==> src/rtl/rx_byte_fifo.sv <==
// rx_byte_fifo
//   Receive-path byte buffer between the MAC receiver and the USB-side
//   packetizer. Each entry holds {error, start, data}. The oldest entry is
//   presented first-word-fall-through on rd_data/rd_start/rd_error, which
//   read as zero while the buffer is empty. Writes while full are dropped
//   and the receiver is back-pressured through `full`.
//
//   Parameters:
//     DEPTH   number of entries (power of two, >= 4)
//     ADDR_W  pointer width, derived from DEPTH
//
//   Ports:
//     clk, n_rst                  clock, asynchronous active-low reset
//     wr_en, wr_start, wr_error,
//     wr_data[7:0]                write side (MAC receiver)
//     full                        buffer holds DEPTH entries
//     rd_en                       pop strobe from the consumer
//     rd_data[7:0], rd_start,
//     rd_error                    head entry (zero while empty)
//     empty                       buffer holds no entries
//     count[ADDR_W:0]             occupancy, 0..DEPTH
//     ovf, ovf_clr                sticky overflow flag and its clear;
//                                 present only when RX_FIFO_OVF_FLAG_EN
//                                 is defined
module rx_byte_fifo #(
  parameter  int DEPTH  = 64,
  localparam int ADDR_W = $clog2(DEPTH)
) (
  input  logic              clk,
  input  logic              n_rst,
  input  logic              wr_en,
  input  logic              wr_start,
  input  logic              wr_error,
  input  logic [7:0]        wr_data,
  output logic              full,
  input  logic              rd_en,
  output logic [7:0]        rd_data,
  output logic              rd_start,
  output logic              rd_error,
  output logic              empty,
  output logic [ADDR_W:0]   count
`ifdef RX_FIFO_OVF_FLAG_EN
  ,
  output logic              ovf,
  input  logic              ovf_clr
`endif
);

  localparam logic [ADDR_W:0] FULL_CNT = (ADDR_W+1)'(DEPTH);

  logic [9:0]        mem [DEPTH];
  logic [ADDR_W-1:0] wptr;
  logic [ADDR_W-1:0] rptr;
  logic [ADDR_W:0]   count_nxt;
  logic              wr_acc;
  logic              rd_acc;
  logic [9:0]        head;

  // Acceptance is qualified by the registered flags, so a simultaneous
  // write+read on an empty buffer only writes, and on a full one only reads.
  always_comb begin
    wr_acc    = wr_en && !full;
    rd_acc    = rd_en && !empty;
    count_nxt = count;
    case ({wr_acc, rd_acc})
      2'b10:   count_nxt = count + (ADDR_W+1)'(1);
      2'b01:   count_nxt = count - (ADDR_W+1)'(1);
      default: count_nxt = count;
    endcase
  end

  // Storage: contents are deliberately not reset.
  always_ff @(posedge clk) begin
    if (wr_acc) begin
      mem[wptr] <= {wr_error, wr_start, wr_data};
    end
  end

  // Pointers, occupancy and flags; full/empty are registered from the
  // next count so they line up with it.
  always_ff @(posedge clk or negedge n_rst) begin
    if (!n_rst) begin
      wptr  <= '0;
      rptr  <= '0;
      count <= '0;
      empty <= 1'b1;
      full  <= 1'b0;
    end else begin
      if (wr_acc) wptr <= wptr + ADDR_W'(1);
      if (rd_acc) rptr <= rptr + ADDR_W'(1);
      count <= count_nxt;
      empty <= (count_nxt == '0);
      full  <= (count_nxt == FULL_CNT);
    end
  end

  // Fall-through head: stale memory is masked while empty.
  always_comb begin
    head     = mem[rptr];
    rd_data  = 8'h00;
    rd_start = 1'b0;
    rd_error = 1'b0;
    if (!empty) begin
      rd_data  = head[7:0];
      rd_start = head[8];
      rd_error = head[9];
    end
  end

`ifdef RX_FIFO_OVF_FLAG_EN
  // Sticky overflow: a dropped write on the same edge as a clear wins.
  always_ff @(posedge clk or negedge n_rst) begin
    if (!n_rst) begin
      ovf <= 1'b0;
    end else if (wr_en && full) begin
      ovf <= 1'b1;
    end else if (ovf_clr) begin
      ovf <= 1'b0;
    end
  end
`endif

endmodule

==> config.mk <==
export PLATFORM = sky130hd
export DESIGN_NAME = rx_byte_fifo
export DESIGN_NICKNAME = d
export VERILOG_FILES = /design/src/rtl/rx_byte_fifo.sv
export SDC_FILE = /design/constraint.sdc
export NUM_CORES = 1
export LEC_CHECK = 0
export ABC_CLOCK_PERIOD_IN_PS = 6500
export CAP_MARGIN = 10
export CORE_ASPECT_RATIO = 1.75
export CORE_UTILIZATION = 40
export CTS_CLUSTER_DIAMETER = 120
export DETAILED_ROUTE_END_ITERATION = 10
export PLACE_DENSITY_LB_ADDON = 0.05
export SLEW_MARGIN = 20
export SYNTH_ARGS = -nofsm -noshare
export SYNTH_HDL_FRONTEND = slang
export SYNTH_SLANG_ARGS = --single-unit
==> constraint.sdc <==
create_clock -name clk -period 6.5 [get_ports clk]
set_input_delay 0.975 -clock clk [delete_from_list [all_inputs] [get_ports clk]]
set_output_delay 0.975 -clock clk [all_outputs]
set_load 0.05 [all_outputs]
; ---- Word-level counts from Yosys, hierarchy flattened
; Memories as Yosys holds them, arrays and structs flattened.
; Cells that the tools add are included.
[totals]
inputBits = 14
word_cells = 24
out_inout_bits = 19
reg_bits = 21
n_memories = 1
ramBits = 640
[op_classes]
n_eq_ne = 3
reduce_logical = 5
mux = 6
n_addsub = 4
[mem_list]
columns = memory, words, width, rd, rd_ports_with_merged_regs, wr, line_no
row1 = mem, 64, 10, 1, 0, 1, 51  ; logic [9:0] mem [DEPTH];
[ops]
columns = operator, count
row1 = $pmux 7 s2, 1
row2 = $add 6x1->6 const B, 2
row3 = $mux 8, 1
row4 = $add 7x1->7 const B, 1
row5 = $eq 7x7->1 const B, 1
row6 = $logic_not 7->1, 1
row7 = $sub 7x1->7 const B, 1
row8 = $mux 1, 4
row9 = $eq 2x1->1 const B, 1
row10 = $eq 2x2->1 const B, 1
row11 = $logic_and 1x1->1, 2
row12 = $logic_not 1->1, 2

; ---- Longest topological paths before layout
[depth]
ltp_word = 5
ltp_mapped = 13

; ---- Least setup slack after synthesis
; No wires, ideal clock.
[synth_path]
kind = register to output
from = register rptr[1]
to = output rd_data[1]
stages_incl_launch_ff = 8
t_arrival_ns = 3.028
t_required_ns = 5.525
path_buffers = 3
path_slack_ns = 2.497
cell_sequence = dfrtp_1 > buf_4 > buf_4 > buf_4 > mux4_2 > mux2i_1 > a22o_1 > o41ai_1
[synth_between]
elab_chain_len = 2
[synth_rtl]
columns = element, line_no
row1 = "start, declared", 53  ; logic [ADDR_W-1:0] rptr;
row2 = "start signal, assigned", 90  ; if (rd_acc) rptr <= rptr + ADDR_W'(1);
row3 = $mem_v2 64x10, -
row4 = $mux 8, 103  ; if (!empty) begin
row5 = "end, declared", 37  ; output logic [7:0] rd_data,
; Every way passes these cells.

; ---- Final worst setup path
[layout_path]
from = register rptr[2]
to = output rd_data[5]
; Same word-level chain as after synthesis.

==> flow_summary.json <==
{
  "outcome": "finished clean",
  "min_period_ps": 5410,
  "via_count": 12333,
  "post_cts_resized": 0,
  "vias_per_cell": 5.67,
  "final-setup-viol-count": 0,
  "hold_violations_final": 0,
  "setup_ws_ps": 1090,
  "critPathCapture": "rd_data[5]",
  "grt_pass1_wl_mm": 96.1,
  "cp_data_arrival_time_ps": 4440,
  "grt_start_max_net_pins": 66,
  "timing.max_cap.violations": 0,
  "critical_path_required_ps": 5520,
  "clock-root-buffer": "clkbuf_16",
  "dpl_cell_area_um2": 27300,
  "final_core_utilization": 0.454,
  "cts-hold-fix-buffers": 0,
  "initial_core_util": 0.404,
  "yosysTopAreaCellShare": 0.739,
  "cellPowerDensity_nw_per_um2": 433,
  "maximum_achievable_frequency_mhz": 185,
  "synth_area_per_cell_um2": 20.9,
  "critical-path-slowest-cell": "dfrtp_4",
  "final_cell_area_um2": 29200,
  "cts_htree_levels": 2,
  "rrSetupSlack_ps": 2840,
  "met3_wirelength_mm": 1.93,
  "cts_tree": "done",
  "floorplan.io_pins": 33,
  "layout-area-overhead-vs-synth_pct": 12.2,
  "antenna_violations_before_repair": 1,
  "worst_path_largest_cell_delay_ps": 1120,
  "report.final.slew_viol_count": 0,
  "regToRegStartpoint": "empty",
  "cellLeakagePower_uw": 0.00914,
  "worstHoldPathType": "reg2reg",
  "wl_met1_mm": 26.0,
  "mostFrequentLayoutCell": "edfxtp_1",
  "post_route_cells_drive_above_1_share": 0.254,
  "route.top_layer_used": "met4",
  "tritoncts.num_buffers": 59,
  "startpoint_type": "flop",
  "ir_worst_vdd_uv": 570,
  "die_h_um": 339,
  "clock-skew-final_ps": 12.3,
  "fp.dieW_um": 195,
  "cts.path.max_buffers": 3,
  "most-common-layout-cells": "edfxtp_1, mux4_2, clkbuf_16, nor2_1, buf_4",
  "gpl.final_weighted_congestion": 0.772,
  "clk_transition_reported_paths_ps": 70,
  "wire_per_inst_um": 30.2,
  "route.met2.wl_mm": 36.6,
  "cp_max_fo": 65,
  "synth_top_flop_cell": "edfxtp_1",
  "post_synthesis_instance_total": 1245,
  "synth_largest_area_cell": "edfxtp_1",
  "synthesis.area_um2": 26000,
  "synth_async_sr_flop_share": 0.0318,
  "antennaDiodeCount": 0,
  "detail-route-antenna-nets": 0,
  "ys_seq_area_frac": 0.759,
  "overall_die_area_um2": 66100,
  "tightest_slew_ps": 1110,
  "via_count_of_the_first_global_routing_pass": 13174,
  "min_period_over_period": 0.833,
  "finish.net_count": 1333,
  "synth.yosys.warnings": 0,
  "timing.rr.end": "empty",
  "place.detailed.hpwl_mm": 41.5,
  "max_slew_headroom_at_the_worst_pin": 0.257,
  "remaining_drc_errors": 0,
  "path_class": "reg2out",
  "dpl_worst_slack_ps": 1750,
  "endpoint_kind": "primary output",
  "detailedRoute.firstIterationViolations": 805,
  "floorplan.core_area_um2": 64300,
  "synth_top_cells_by_area": "edfxtp_1, mux4_2, dfrtp_1",
  "postSynthRegisterBits": 661,
  "drt-pass1-iter-count": 5,
  "grtUsageTotal": 0.204,
  "buffer_ports.inserted": 32,
  "ys_types": 61,
  "worstPathCellList": "or3_1 > o22ai_1 > a2111oi_0 > nand3_1 > nand2_1 > clkdlybuf4s50_1",
  "critPathLaunch": "rptr[2]",
  "clock_latency_ps": 620,
  "cts.sinks": 661,
  "global_route.overflow_total": 0,
  "number_of_flops_mapped_to_enable_cells_by_yosys": 640,
  "reg2regPathDepth": 10,
  "setup_tns_ps": 0,
  "grt_setup_unrepaired": "no",
  "synthesis.nets": 1264,
  "wirelength_mm": 65.8,
  "num_rows": 123,
  "post_cts_buffers": 0
}
[cell usage after synthesis, drive strengths merged, types with 2 or more instances]
| master | n |
|---|---|
| edfxtp | 640 |
| mux4 | 160 |
| nor2 | 79 |
| buf | 51 |
| mux2i | 45 |
| nand2 | 45 |
| o22ai | 30 |
| clkbuf | 24 |
| dfrtp | 20 |
| nand3 | 18 |
| a211oi | 12 |
| a21oi | 11 |
| nor2b | 10 |
| xnor2 | 10 |
| nand2b | 7 |
| o21ai | 6 |
| xor2 | 6 |
| ha | 5 |
| nor3 | 5 |
| o41ai | 5 |
| a22o | 4 |
| a22oi | 4 |
| nor3b | 4 |
| a2111oi | 3 |
| inv | 3 |
| nand4 | 3 |
| or2 | 3 |
| or3 | 3 |
| or3b | 3 |
| a21o | 2 |
| and2 | 2 |
| and4b | 2 |
| mux2 | 2 |
| nand3b | 2 |
| o221ai | 2 |
[state kept, by name (all words and copies together) (netlist names)]
| name | cells |
|---|---|
| mem | 640 |
| count | 7 |
| rptr | 6 |
| wptr | 6 |
| empty | 1 |
| full | 1 |
[power breakdown]
group | internal, uW | switching, uW
clock network | 1830 | 1560
registers | 4880 | 351
logic | 1610 | 2400
total | 8320 | 4310
[layout make-up]
cell class | instances | area (um2)
clock buffer | 76 | 1610
clock inverter | 35 | 221
fill | 5547 | 35200
inverter | 3 | 11.3
multi-input combinational | 506 | 5850
sequential | 661 | 19800
tap | 812 | 1020
timing repair buffer | 83 | 703
[critical path: cells and delay by family (launching register included)]
kind,cells,cell delay [ps]
buffers and inverters,1,840
flip-flops,1,1120
AND/OR/NAND/NOR,3,1090
AO/OA/AOI/OAI,2,750
[through the flow]
stage / hold slack [ps] / total power [uW] / instances
after detailed placement: 497 / 9420 / 2065
after global routing: 521 / 13100 / 2176
final: 517 / 12600 / 2176
after global placement: 491 / 9400 / 2065
after CTS: 509 / 12800 / 2176
after floorplan: 469 / 7930 / 1245
[metal layers]
layer | GRT usage | vias to the layer above
met3 | 0.0204 | 82
met2 | 0.381 | 244
met1 | 0.251 | 6727
met4 | 0.0535 | 0
li1 | - | 5280
met5 | 0 | -
[worst min-delay path by stage]
stage / cells past startpoint / slack (ps) / startpoint / end
global placement: 1 / 490 / rptr[5] / rptr[5]
CTS: 1 / 510 / rptr[5] / rptr[5]
finish: 1 / 520 / rptr[5] / rptr[5]
detailed placement: 1 / 500 / rptr[5] / rptr[5]
global route: 1 / 520 / rptr[5] / rptr[5]
floorplan: 1 / 470 / rptr[5] / rptr[5]
[kinds of logic (layout without fill, tap and decap cells)]
family          after synthesis  count (layout)  share of synthesized area
compound gates               86              86                     0.0233
xor+xnor                     16              16                    0.00539
fa+ha+maj                     5               5                    0.00241
buf+inv                      78             197                     0.0181
flops                       661             661                      0.759
mux                         207             207                      0.157
simple gates                192             192                     0.0350
(Power assumes the default switching activity.)
